`src/rtl/sdram_pkg.sv`:
```
// Shared constants and owner encoding for the SDRAM slot arbiter and its helpers.
package sdram_pkg;

    localparam int unsigned SDRAM_ADDR_W    = 25;
    localparam int unsigned DEF_SLOT_LEN    = 8;
    localparam int unsigned DEF_RD_LAT      = 5;
    localparam int unsigned DEF_REFRESH_MAX = 64;

    typedef enum logic [1:0] {
        OWN_IDLE = 2'd0,
        OWN_DL   = 2'd1,
        OWN_CPU  = 2'd2,
        OWN_PPU  = 2'd3
    } owner_t;

endpackage

```
`src/rtl/sdram_rr2.sv`:
```
// Two-input round-robin picker: on a tie, picks the input not granted last.
module sdram_rr2 (
    input  logic clk,
    input  logic reset,
    input  logic req0,
    input  logic req1,
    input  logic advance,
    output logic pick1_c
);

    logic last1;

    // Pointer starts at input 1 so input 0 wins the first tie.
    assign pick1_c = req1 & (~req0 | ~last1);

    always_ff @(posedge clk or posedge reset) begin
        if (reset) begin
            last1 <= 1'b1;
        end else if (advance) begin
            last1 <= pick1_c;
        end
    end

endmodule

```
`src/rtl/sdram_arbiter.sv`:
```
// Fixed-length slot scheduler sharing the SDRAM core between loader, CPU and PPU,
// with a forced idle (refresh) slot after a bounded run of busy slots.
module sdram_arbiter
    import sdram_pkg::*;
#(
    parameter int unsigned SLOT_LEN    = DEF_SLOT_LEN,
    parameter int unsigned RD_LAT      = DEF_RD_LAT,
    parameter int unsigned REFRESH_MAX = DEF_REFRESH_MAX,
    parameter int unsigned ADDR_W      = SDRAM_ADDR_W
) (
    input  logic              clk,
    input  logic              reset,
    input  logic              dl_req,
    input  logic [ADDR_W-1:0] dl_addr,
    input  logic [7:0]        dl_din,
    output logic              dl_ack,
    input  logic              cpu_req,
    input  logic              cpu_we,
    input  logic [ADDR_W-1:0] cpu_addr,
    input  logic [7:0]        cpu_din,
    output logic [7:0]        cpu_dout,
    output logic              cpu_ack,
    input  logic              ppu_req,
    input  logic              ppu_we,
    input  logic [ADDR_W-1:0] ppu_addr,
    input  logic [7:0]        ppu_din,
    output logic [7:0]        ppu_dout,
    output logic              ppu_ack,
    output logic              mem_start,
    output logic              mem_we,
    output logic              mem_oe,
    output logic [ADDR_W-1:0] mem_addr,
    output logic [7:0]        mem_din,
    input  logic [7:0]        mem_dout,
    output logic [1:0]        mem_owner
);

    localparam int unsigned PHASE_W = (SLOT_LEN > 1) ? $clog2(SLOT_LEN) : 1;
    localparam int unsigned BUSY_W  = $clog2(REFRESH_MAX + 1);
    localparam logic [PHASE_W-1:0] LAST_PH = PHASE_W'(SLOT_LEN - 1);
    localparam logic [PHASE_W-1:0] RD_PH   = PHASE_W'(RD_LAT);
    localparam logic [BUSY_W-1:0]  BUSY_MAX = BUSY_W'(REFRESH_MAX);

    logic [PHASE_W-1:0] phase;
    logic [BUSY_W-1:0]  busy_cnt;
    logic               slot_end_c;
    logic               force_idle_c;
    logic               rd_phase_c;
    logic               rr_pick_ppu_c;
    logic               rr_advance_c;
    owner_t             grant_c;

    assign slot_end_c   = (phase == LAST_PH);
    assign force_idle_c = (busy_cnt == BUSY_MAX);
    assign rd_phase_c   = (phase == RD_PH);

    always_comb begin
        grant_c = OWN_IDLE;
        if (force_idle_c) begin
            grant_c = OWN_IDLE;
        end else if (dl_req) begin
            grant_c = OWN_DL;
        end else if (cpu_req | ppu_req) begin
            grant_c = rr_pick_ppu_c ? OWN_PPU : OWN_CPU;
        end
    end

    assign rr_advance_c = slot_end_c & ((grant_c == OWN_CPU) | (grant_c == OWN_PPU));

    sdram_rr2 u_rr (
        .clk     (clk),
        .reset   (reset),
        .req0    (cpu_req),
        .req1    (ppu_req),
        .advance (rr_advance_c),
        .pick1_c (rr_pick_ppu_c)
    );

    // Reset parks the counter at the last phase so the first slot opens right after release.
    always_ff @(posedge clk or posedge reset) begin
        if (reset) begin
            phase     <= LAST_PH;
            mem_start <= 1'b0;
        end else begin
            phase     <= slot_end_c ? '0 : phase + PHASE_W'(1);
            mem_start <= slot_end_c;
        end
    end

    // Slot command registers: loaded at the slot boundary, held for the whole slot.
    always_ff @(posedge clk or posedge reset) begin
        if (reset) begin
            mem_owner <= OWN_IDLE;
            mem_we    <= 1'b0;
            mem_oe    <= 1'b0;
            mem_addr  <= '0;
            mem_din   <= '0;
            busy_cnt  <= '0;
        end else if (slot_end_c) begin
            mem_owner <= grant_c;
            busy_cnt  <= (grant_c == OWN_IDLE) ? '0
                       : (force_idle_c ? busy_cnt : busy_cnt + BUSY_W'(1));
            case (grant_c)
                OWN_DL: begin
                    mem_we   <= 1'b1;
                    mem_oe   <= 1'b0;
                    mem_addr <= dl_addr;
                    mem_din  <= dl_din;
                end
                OWN_CPU: begin
                    mem_we   <= cpu_we;
                    mem_oe   <= ~cpu_we;
                    mem_addr <= cpu_addr;
                    mem_din  <= cpu_din;
                end
                OWN_PPU: begin
                    mem_we   <= ppu_we;
                    mem_oe   <= ~ppu_we;
                    mem_addr <= ppu_addr;
                    mem_din  <= ppu_din;
                end
                default: begin
                    mem_we <= 1'b0;
                    mem_oe <= 1'b0;
                end
            endcase
        end
    end

    // Completion: ack one cycle after the read-data phase; read data lands with the ack.
    always_ff @(posedge clk or posedge reset) begin
        if (reset) begin
            dl_ack   <= 1'b0;
            cpu_ack  <= 1'b0;
            ppu_ack  <= 1'b0;
            cpu_dout <= '0;
            ppu_dout <= '0;
        end else begin
            dl_ack  <= rd_phase_c & (mem_owner == OWN_DL);
            cpu_ack <= rd_phase_c & (mem_owner == OWN_CPU);
            ppu_ack <= rd_phase_c & (mem_owner == OWN_PPU);
            if (rd_phase_c && mem_oe && (mem_owner == OWN_CPU)) begin
                cpu_dout <= mem_dout;
            end
            if (rd_phase_c && mem_oe && (mem_owner == OWN_PPU)) begin
                ppu_dout <= mem_dout;
            end
        end
    end

endmodule

```
`config.mk`:
```
export PLATFORM = sky130hd
export DESIGN_NAME = sdram_arbiter
export DESIGN_NICKNAME = d
export VERILOG_FILES = /design/src/rtl/sdram_pkg.sv /design/src/rtl/sdram_rr2.sv /design/src/rtl/sdram_arbiter.sv
export SDC_FILE = /design/constraint.sdc
export NUM_CORES = 1
export LEC_CHECK = 0
export CAP_MARGIN = 30
export CORE_MARGIN = 5
export CORE_UTILIZATION = 43
export DETAILED_ROUTE_END_ITERATION = 10
export HOLD_SLACK_MARGIN = 0.02
export PLACE_DENSITY = 0.85
export SYNTH_ARGS = -nofsm -noshare
export SYNTH_HDL_FRONTEND = slang
export SYNTH_SLANG_ARGS = --single-unit
```
`constraint.sdc`:
```
create_clock -name clk -period 5.79 [get_ports clk]
set_input_delay 1.737 -clock clk [delete_from_list [all_inputs] [get_ports clk]]
set_output_delay 1.737 -clock clk [all_outputs]
set_load 0.01 [all_outputs]
```
Word-level counts from Yosys, hierarchy flattened. Index checks and enable logic that the tools add are counted.

Flip-flop bits (word level): 68.

$add $sub $neg: 2. Eq/ne operators: 10. Muxes and demuxes: 11. Bitwise gates (word level): 12. Reduce and logical (&&, ||, !) cells: 7.

Operators with widths (count): $pmux 25 s3 (1); $pmux 8 s3 (1); $mux 7 (2); $eq 2x2->1 const B (4); $add 7x1->7 const B (1); $eq 7x7->1 const B (1); $eq 3x3->1 const B (2); $mux 2 (3); $and 1x1->1 (5); $eq 2x1->1 const B (2); $not 1->1 (4); $reduce_and 2->1 (2); $add 3x1->3 const B (1); $logic_and 1x1->1 (3); $mux 3 (1); $or 1x1->1 (3); $pmux 1 s3 (1); $reduce_bool 3->1 (1); $logic_not 2->1 (1); $ne 2x1->1 const B (1); $pmux 1 s2 (1); $mux 1 (1).

Depth between registers and ports, before layout. Gate-level depths: netlist of the first run.

Depth after elaboration: 10. Depth in mapped cells: 8.

Cells and area by module. Synthesis of the first run repeated with hierarchy kept, for this count alone.

Cells, all modules: 301. Area total of the unflattened synthesis: 3483.3 um2.

Modules (own cells, without submodules): sdram_arbiter (instances 1, cells an instance 297, area an instance 3427.0 um2, seq. area each 1680.4 um2); sdram_rr2 (instances 1, cells an instance 4, area an instance 56.3 um2, seq. area each 26.3 um2).

Worst setup path before layout of the first run. OpenSTA, ideal clock, no wires.

Path type: input -> register. From: input port cpu_req. To: register busy_cnt[0]. Setup time: 125 ps. Arrival time: 2744 ps. Data required time: 5665 ps. Setup slack: 2921 ps. Stages: 5. Cell sequence: buf_6 -> or3_1 -> o211a_2 -> buf_6 -> mux2_2.

Longest elaborated chain between the ends: 10. Elaborated cells between the ends (all ways): 12.

Ends and longest elaborated chain: start: declaration (line sdram_arbiter.sv:17) `input logic cpu_req,`; $not 1->1 (line sdram_rr2.sv:14) `assign pick1_c = req1 & (~req0 | ~last1);`; $or 1x1->1 (line sdram_rr2.sv:14); $and 1x1->1 (line sdram_rr2.sv:14); $mux 1 (line sdram_arbiter.sv:64) `grant_c = rr_pick_ppu_c ? OWN_PPU : OWN_CPU;`; $mux 2 (*) (line sdram_arbiter.sv:63) `end else if (cpu_req | ppu_req) begin`; $mux 2 (*) (line sdram_arbiter.sv:61) `end else if (dl_req) begin`; $mux 2 (*) (line sdram_arbiter.sv:59) `if (force_idle_c) begin`; $logic_not 2->1 (*) (line sdram_arbiter.sv:101) `busy_cnt <= (grant_c == OWN_IDLE) ? '0`; $ne 2x1->1 (no line); $reduce_and 2->1 (no line); end signal: assignment (line sdram_arbiter.sv:101); end: declaration (line sdram_arbiter.sv:45) `logic [BUSY_W-1:0] busy_cnt;`.

Every way passes the cells marked *; elsewhere a longest branch is shown, timed or not. A chain may end at the register's enable or synchronous reset.

Worst setup path after layout of the first run.
From: input port cpu_req. To: register mem_addr[18].

Longest elaborated chain between the ends: 10. Elaborated cells between the ends (all ways): 14.

Ends and longest elaborated chain: $not 1->1 (line sdram_rr2.sv:14); $or 1x1->1 (line sdram_rr2.sv:14); $and 1x1->1 (line sdram_rr2.sv:14); $mux 1 (line sdram_arbiter.sv:64); $mux 2 (*) (line sdram_arbiter.sv:63); $mux 2 (*) (line sdram_arbiter.sv:61); $mux 2 (*) (line sdram_arbiter.sv:59); $eq 2x2->1 or $eq 2x1->1 (tied branches) (line sdram_arbiter.sv:103) `case (grant_c)`; $reduce_bool 3->1 (no line); $reduce_and 2->1 (no line); end signal: assignment (line sdram_arbiter.sv:107) `mem_addr <= dl_addr;`; end signal: assignment (line sdram_arbiter.sv:113) `mem_addr <= cpu_addr;`; end signal: assignment (line sdram_arbiter.sv:119) `mem_addr <= ppu_addr;`; end: declaration (line sdram_arbiter.sv:32) `output logic [ADDR_W-1:0] mem_addr,`.

Marked as above.

==> results.toml, run 1 <==
[min_path]
min-delay-path-class = "reg2reg"

[clocking]
clockBufferDepth = 2
ctsHoldBuffers = 0
cts_max_level = 3
cts_setup_buffers = 0
cts_made_buffers = 9
ctsResizeCount = 0
cts_root_buf = "clkbuf_8"
cts.sinks = 68
insertion_delay_ns = 0.34
cts_tree = "built"
clkTransAtPathRegs_ns = 0.07

[logic_synthesis]
synth_top_flop_cell = "dfrtp_1"
yosys.area_share.simple = 0.0885
async_flop_share = 1.00
synth_fp_nets = 423
seq_area_frac_synth = 0.503
synth_compound_area_frac = 0.186
syn_avg_cell_area_um2 = 11.2
synth-xor-area-share = 0.00774
yosysMostFrequentCell = "dfrtp_1"
synth_common_cells = "dfrtp_1, a21oi_1, nor2_1, a2bb2oi_1, mux2i_1"
synth-edff-count = 0
ys_warn_count = 0
synth.distinct_cells = 42
synthAdderAreaFrac = 0.0184
synth_top_area_cell = "dfrtp_1"
yosys-top-cells-area = "dfrtp_1, mux2i_1, mux2_2, a2bb2oi_1, a21oi_1"
muxShareOfSynthArea = 0.143
synth_top_family_by_area = "compound AO/OA/AOI/OAI gates"
yosys_register_bits = 68
synth_area_um2 = 3390
syn-instance-count = 304
yosys.area.top_type_share = 0.472

[timing]
setup_tns_ns = 0
max-slew-margin-rel = 0.310
timing.fmax_mhz = 268
hold_violations = 0
rsz0062_at_grt = "no"
finalSetupViolCount = 0
worstMarginPinSlew_ns = 1.04
final-max-slew-violation-count = 0
fin_worst_skew_ns = 0.0116
fin_crit_sh = 0.646
fin_crit_ns = 3.74

[die]
ios = 171
die_w_um = 98.8
core_area_um2 = 7690
fp.dieH_um = 98.8
start_util = 0.441
fp.dieArea_um2 = 9770
rows = 32

[global_route]
grt_remaining_overflow = 0
grt_pass1_vias = 3186
grt_pass1_wl_mm = 16.6
antenna_found_initial = 0
grt_use_total = 0.214
grt_start_max_net_pins = 55

[drt]
drc = 0
wl_per_cell_um = 18.1
via_per_inst = 5.19
first_pass_iters = 4
via_count = 2999
ant_nets = 0
drt_iter0_markers = 111
drt_wl_total_mm = 10.5

[placement]
place_congestion = 0.860
hpwlAfterDp_mm = 7.98
portBuffers = 170

[cells_and_area]
area_growth_pct = 58.4
final-seq-area_um2 = 1710
num-nets-final = 590
n_fill_cell = 571
layout-drive-gt1-share = 0.118
antenna_cells = 0
multi_input_area_um2 = 1510

[critical_path]
path_class = "in2reg"
worst_setup_path_start_kind = "primary input"
cp_data_required_time_ns = 6.05
cp_max_fo = 54
worstPathArrival_ns = 3.99
worstSetupEndpointType = "flop"

[power]
power.density_nw_per_um2 = 254
p_total_mw = 1.37
max-vdd-ir-drop_mv = 0.154
leakagePower_nw = 2.29

[run]
max_cap_viol_count = 0

[outcome]
status = "completed"
layout by cell type, fill, tap and decap left out, drive strengths merged, types with 2 or more instances in the layout:
cell type,netlist,routed
a21o,3,3
a21oi,36,36
a22oi,2,2
a2bb2oi,26,26
a31oi,3,3
a41oi,2,2
and3,2,2
buf,15,4
bufinv,0,3
clkbuf,3,9
clkdlybuf4s50,0,170
clkinv,0,2
clkinvlp,0,2
dfrtp,64,64
dfstp,4,4
ha,5,5
inv,11,11
mux2,21,21
mux2i,25,25
nand2,10,10
nand3,3,3
nand4,2,2
nor2,36,36
nor2b,2,2
nor3,2,2
o21ai,7,7
o221ai,3,3
o32ai,2,2
or2,2,2
xor2,3,3
worst max-delay path, cell delays in order:
cell and delay [ns]:
clkdlybuf4s50_1 0.67, or3_1 0.19, o211a_2 0.86, buf_4 0.33, nor2_1 0.05, a21oi_1 0.14
routing by layer:
layer	part of all wire	track usage	vias up
li1	-	-	1433
met1	0.40	0.255	1433
met2	0.52	0.373	118
met3	0.064	0.0587	15
met4	0.016	0.0704	0
met5	0	0	-
logic make-up after synthesis:
logic type	count (synthesis)
xor+xnor	3
fa+ha+maj	5
simple gates	63
mux	46
compound gates	90
buf+inv	29
flops	68
report_power, final:
group / switching [mW] / internal, mW
Clock: 0.180 / 0.284
Combinational: 0.129 / 0.213
Sequential: 0.0358 / 0.527
cell type report:
type | count | area share
well taps | 102 | 0.0237
clock inverters | 7 | 0.0214
repair buffers | 174 | 0.326
flip-flops and latches | 68 | 0.317
inverters | 11 | 0.00768
multi-input cells | 207 | 0.281
clock buffers | 9 | 0.0230
registers in the layout, indices dropped and copies added (netlist names):
name        count
mem_addr       25
cpu_dout        8
mem_din         8
ppu_dout        8
busy_cnt        7
phase           3
mem_owner       2
cpu_ack         1
dl_ack          1
mem_oe          1
mem_start       1
mem_we          1
ppu_ack         1
u_rr.last1      1
per-stage QoR:
step | cells | hold slack [ns] | setup WS [ns] | cell area [um2] | utilization
global placement | 560 | 0.472 | 1.77 | 5100 | 0.664
global route | 578 | 0.514 | 1.88 | 5380 | 0.699
detailed placement | 561 | 0.480 | 1.65 | 5120 | 0.666
floorplan | 304 | 0.467 | 2.35 | 3390 | -
finish | 578 | 0.495 | 2.05 | 5380 | 0.699
CTS | 577 | 0.496 | 2.01 | 5360 | 0.697
worst paths after layout:
check / endpoint / start / slack [ns] / cells past startpoint
min reg2reg: mem_we$_DFFE_PP0P_ / mem_we$_DFFE_PP0P_ / 0.50 / 1
min: mem_we$_DFFE_PP0P_ / mem_we$_DFFE_PP0P_ / 0.50 / 1
max in group asynchronous: u_rr.last1$_DFFE_PP1P_ / reset / 3.00 / 3
max reg2reg: mem_addr[18]$_DFFE_PP0P_ / phase[0]$_DFF_PP1_ / 3.06 / 6
max: mem_addr[18]$_DFFE_PP0P_ / cpu_req / 2.05 / 6
min in group asynchronous: mem_din[4]$_DFFE_PP0P_ / reset / 1.86 / 2
(Power assumes the default switching activity.)
==> inputs of run 2 (changes only) <==
--- a/config.mk
+++ b/config.mk
@@ -7,10 +7,10 @@
 export LEC_CHECK = 0
 export CAP_MARGIN = 30
 export CORE_MARGIN = 5
-export CORE_UTILIZATION = 43
+export CORE_UTILIZATION = 36
 export DETAILED_ROUTE_END_ITERATION = 10
 export HOLD_SLACK_MARGIN = 0.02
-export PLACE_DENSITY = 0.85
+export PLACE_DENSITY = 0.76
 export SYNTH_ARGS = -nofsm -noshare
 export SYNTH_HDL_FRONTEND = slang
 export SYNTH_SLANG_ARGS = --single-unit
==> constraint.sdc (replaced) <==
create_clock -name clk -period 3.03 [get_ports clk]
set_input_delay 0.909 -clock clk [delete_from_list [all_inputs] [get_ports clk]]
set_output_delay 0.909 -clock clk [all_outputs]
set_load 0.01 [all_outputs]
==> results.toml, run 2 (synthesis results as in run 1) <==
[power]
power.density_nw_per_um2 = 457
p_total_mw = 2.47
leakagePower_nw = 2.30
max-vdd-ir-drop_mv = 0.211

[drt]
via_count = 3024
drt_iter0_markers = 107
wl_per_cell_um = 17.6
first_pass_iters = 4
drc = 0
ant_nets = 0
drt_wl_total_mm = 10.3
via_per_inst = 5.13

[timing]
worst_hold_slack_ns = 0.494
finalSetupViolCount = 0
fin_worst_skew_ns = 0.00988
worstMarginPinSlew_ns = 0.826
rsz0062_at_grt = "no"
final-max-slew-violation-count = 0
timing.fmax_mhz = 414
fin_crit_ns = 2.41
setup_tns_ns = 0
hold_violations = 0
max-slew-margin-rel = 0.447
fin_crit_sh = 0.797

[critical_path]
crit_path_top_delay_cell = "clkdlybuf4s50_1"
cpPeakStageDelay_ns = 0.63
cp_max_fo = 16
worstSetupEndpointType = "flop"
path_delay_family = "buffers and inverters"
reg2reg_from = "phase[0]$_DFF_PP1_"
path_depth = 6
cp_data_required_time_ns = 3.25
rr_endpoint = "mem_addr[7]$_DFFE_PP0P_"
reg2regPathDepth = 6
worst_setup_path_start_kind = "primary input"
crit_start = "cpu_req"
cp_num_buf_inv = 2
ff2ff_setup_slack_ns = 0.82
cp-endpoint = "mem_addr[15]$_DFFE_PP0P_"
worstPathArrival_ns = 2.63
path_class = "in2reg"
crit_chain = "clkdlybuf4s50_1, a21bo_2, buf_12, mux2_2, o221ai_1, o21ai_1"

[placement]
portBuffers = 170
hpwlAfterDp_mm = 8.09
place_area_um2 = 5190
place_congestion = 0.738

[cells_and_area]
antenna_cells = 0
layout-drive-gt1-share = 0.121
final_util = 0.586
num-nets-final = 592
fin_area_um2 = 5390
mostFrequentLayoutCells = "clkdlybuf4s50_1, dfrtp_1, a21oi_1"
final_common_cell = "clkdlybuf4s50_1"
area_growth_pct = 58.9
largest_register_ffs = 25
largest_register = "mem_addr"

[clocking]
cts_tree = "built"
insertion_delay_ns = 0.35
cts_setup_buffers = 0
cts_max_level = 3
clockBufferDepth = 2
ctsResizeCount = 0
cts_made_buffers = 9
cts_root_buf = "clkbuf_8"
clkTransAtPathRegs_ns = 0.07
ctsHoldBuffers = 0
cts.sinks = 68

[die]
ios = 171
start_util = 0.369
die_w_um = 107
fp.dieArea_um2 = 11500
rows = 35
fp.dieH_um = 107
core_area_um2 = 9200

[global_route]
grt_start_max_net_pins = 60
grt_remaining_overflow = 0
grt_use_total = 0.181
grt_pass1_vias = 3136
antenna_found_initial = 0
grt_pass1_wl_mm = 16.2

[min_path]
hp-start = "mem_we$_DFFE_PP0P_"
min-delay-path-class = "reg2reg"

[outcome]
status = "completed"

[run]
max_cap_viol_count = 0
==> run 2: changes by cell type in the layout (fill, tap and decap cells not counted) <==
cell	change
clkinv_4	+3
bufinv_16	-2
buf_8	-1
clkinvlp_4	-2
inv_6	+1
buf_12	+3
==> run 2: layout make-up <==
cell class	count	area [um2]
fill	793	3800
sequential	68	1710
multi-input combinational	207	1510
clock buffer	9	124
inverter	11	41.3
tap	111	139
timing repair buffer	176	1800
clock inverter	7	75.1
==> run 2: metal layers <==
| metal | track usage | routed length, um |
|---|---|---|
| met5 | 0 | 0 |
| met4 | 0.0703 | 255 |
| met3 | 0.0488 | 665 |
| met2 | 0.314 | 5360 |
| met1 | 0.210 | 4060 |
==> run 2: how the worst min path moves through the flow <==
stage                               to  slack, ns  cells after the start
2_1_floorplan       phase[0]$_DFF_PP1_       0.47                      1
3_3_place_gp        mem_we$_DFFE_PP0P_       0.47                      1
3_5_place_dp        phase[0]$_DFF_PP1_       0.49                      1
4_1_cts               dl_ack$_DFF_PP0_       0.50                      2
5_1_grt        cpu_dout[0]$_DFFE_PP0P_       0.52                      1
6_report            mem_we$_DFFE_PP0P_       0.49                      1
==> run 2: metrics by stage <==
step           std cells  worst slack, ns
6_report             589            0.616
5_1_grt              589            0.520
4_1_cts              589            0.623
3_5_place_dp         573            0.276
3_3_place_gp         573            0.319
2_1_floorplan        304            0.416
==> run 2: where the power goes <==
group	leakage, nW	internal [mW]	switching, mW
clock network	0.104	0.384	0.354
logic	1.39	0.413	0.244
registers	0.810	1.01	0.0657
total	2.30	1.80	0.664
==> run 2: worst register-to-register path: cells and delay by family, from the launching register on <==
family | cells | cell delay, ns
AO/OA/AOI/OAI | 3 | 0.71
adder cells (fa/ha/maj) | 2 | 0.60
buffers and inverters | 1 | 0.28
flip-flops | 1 | 0.55
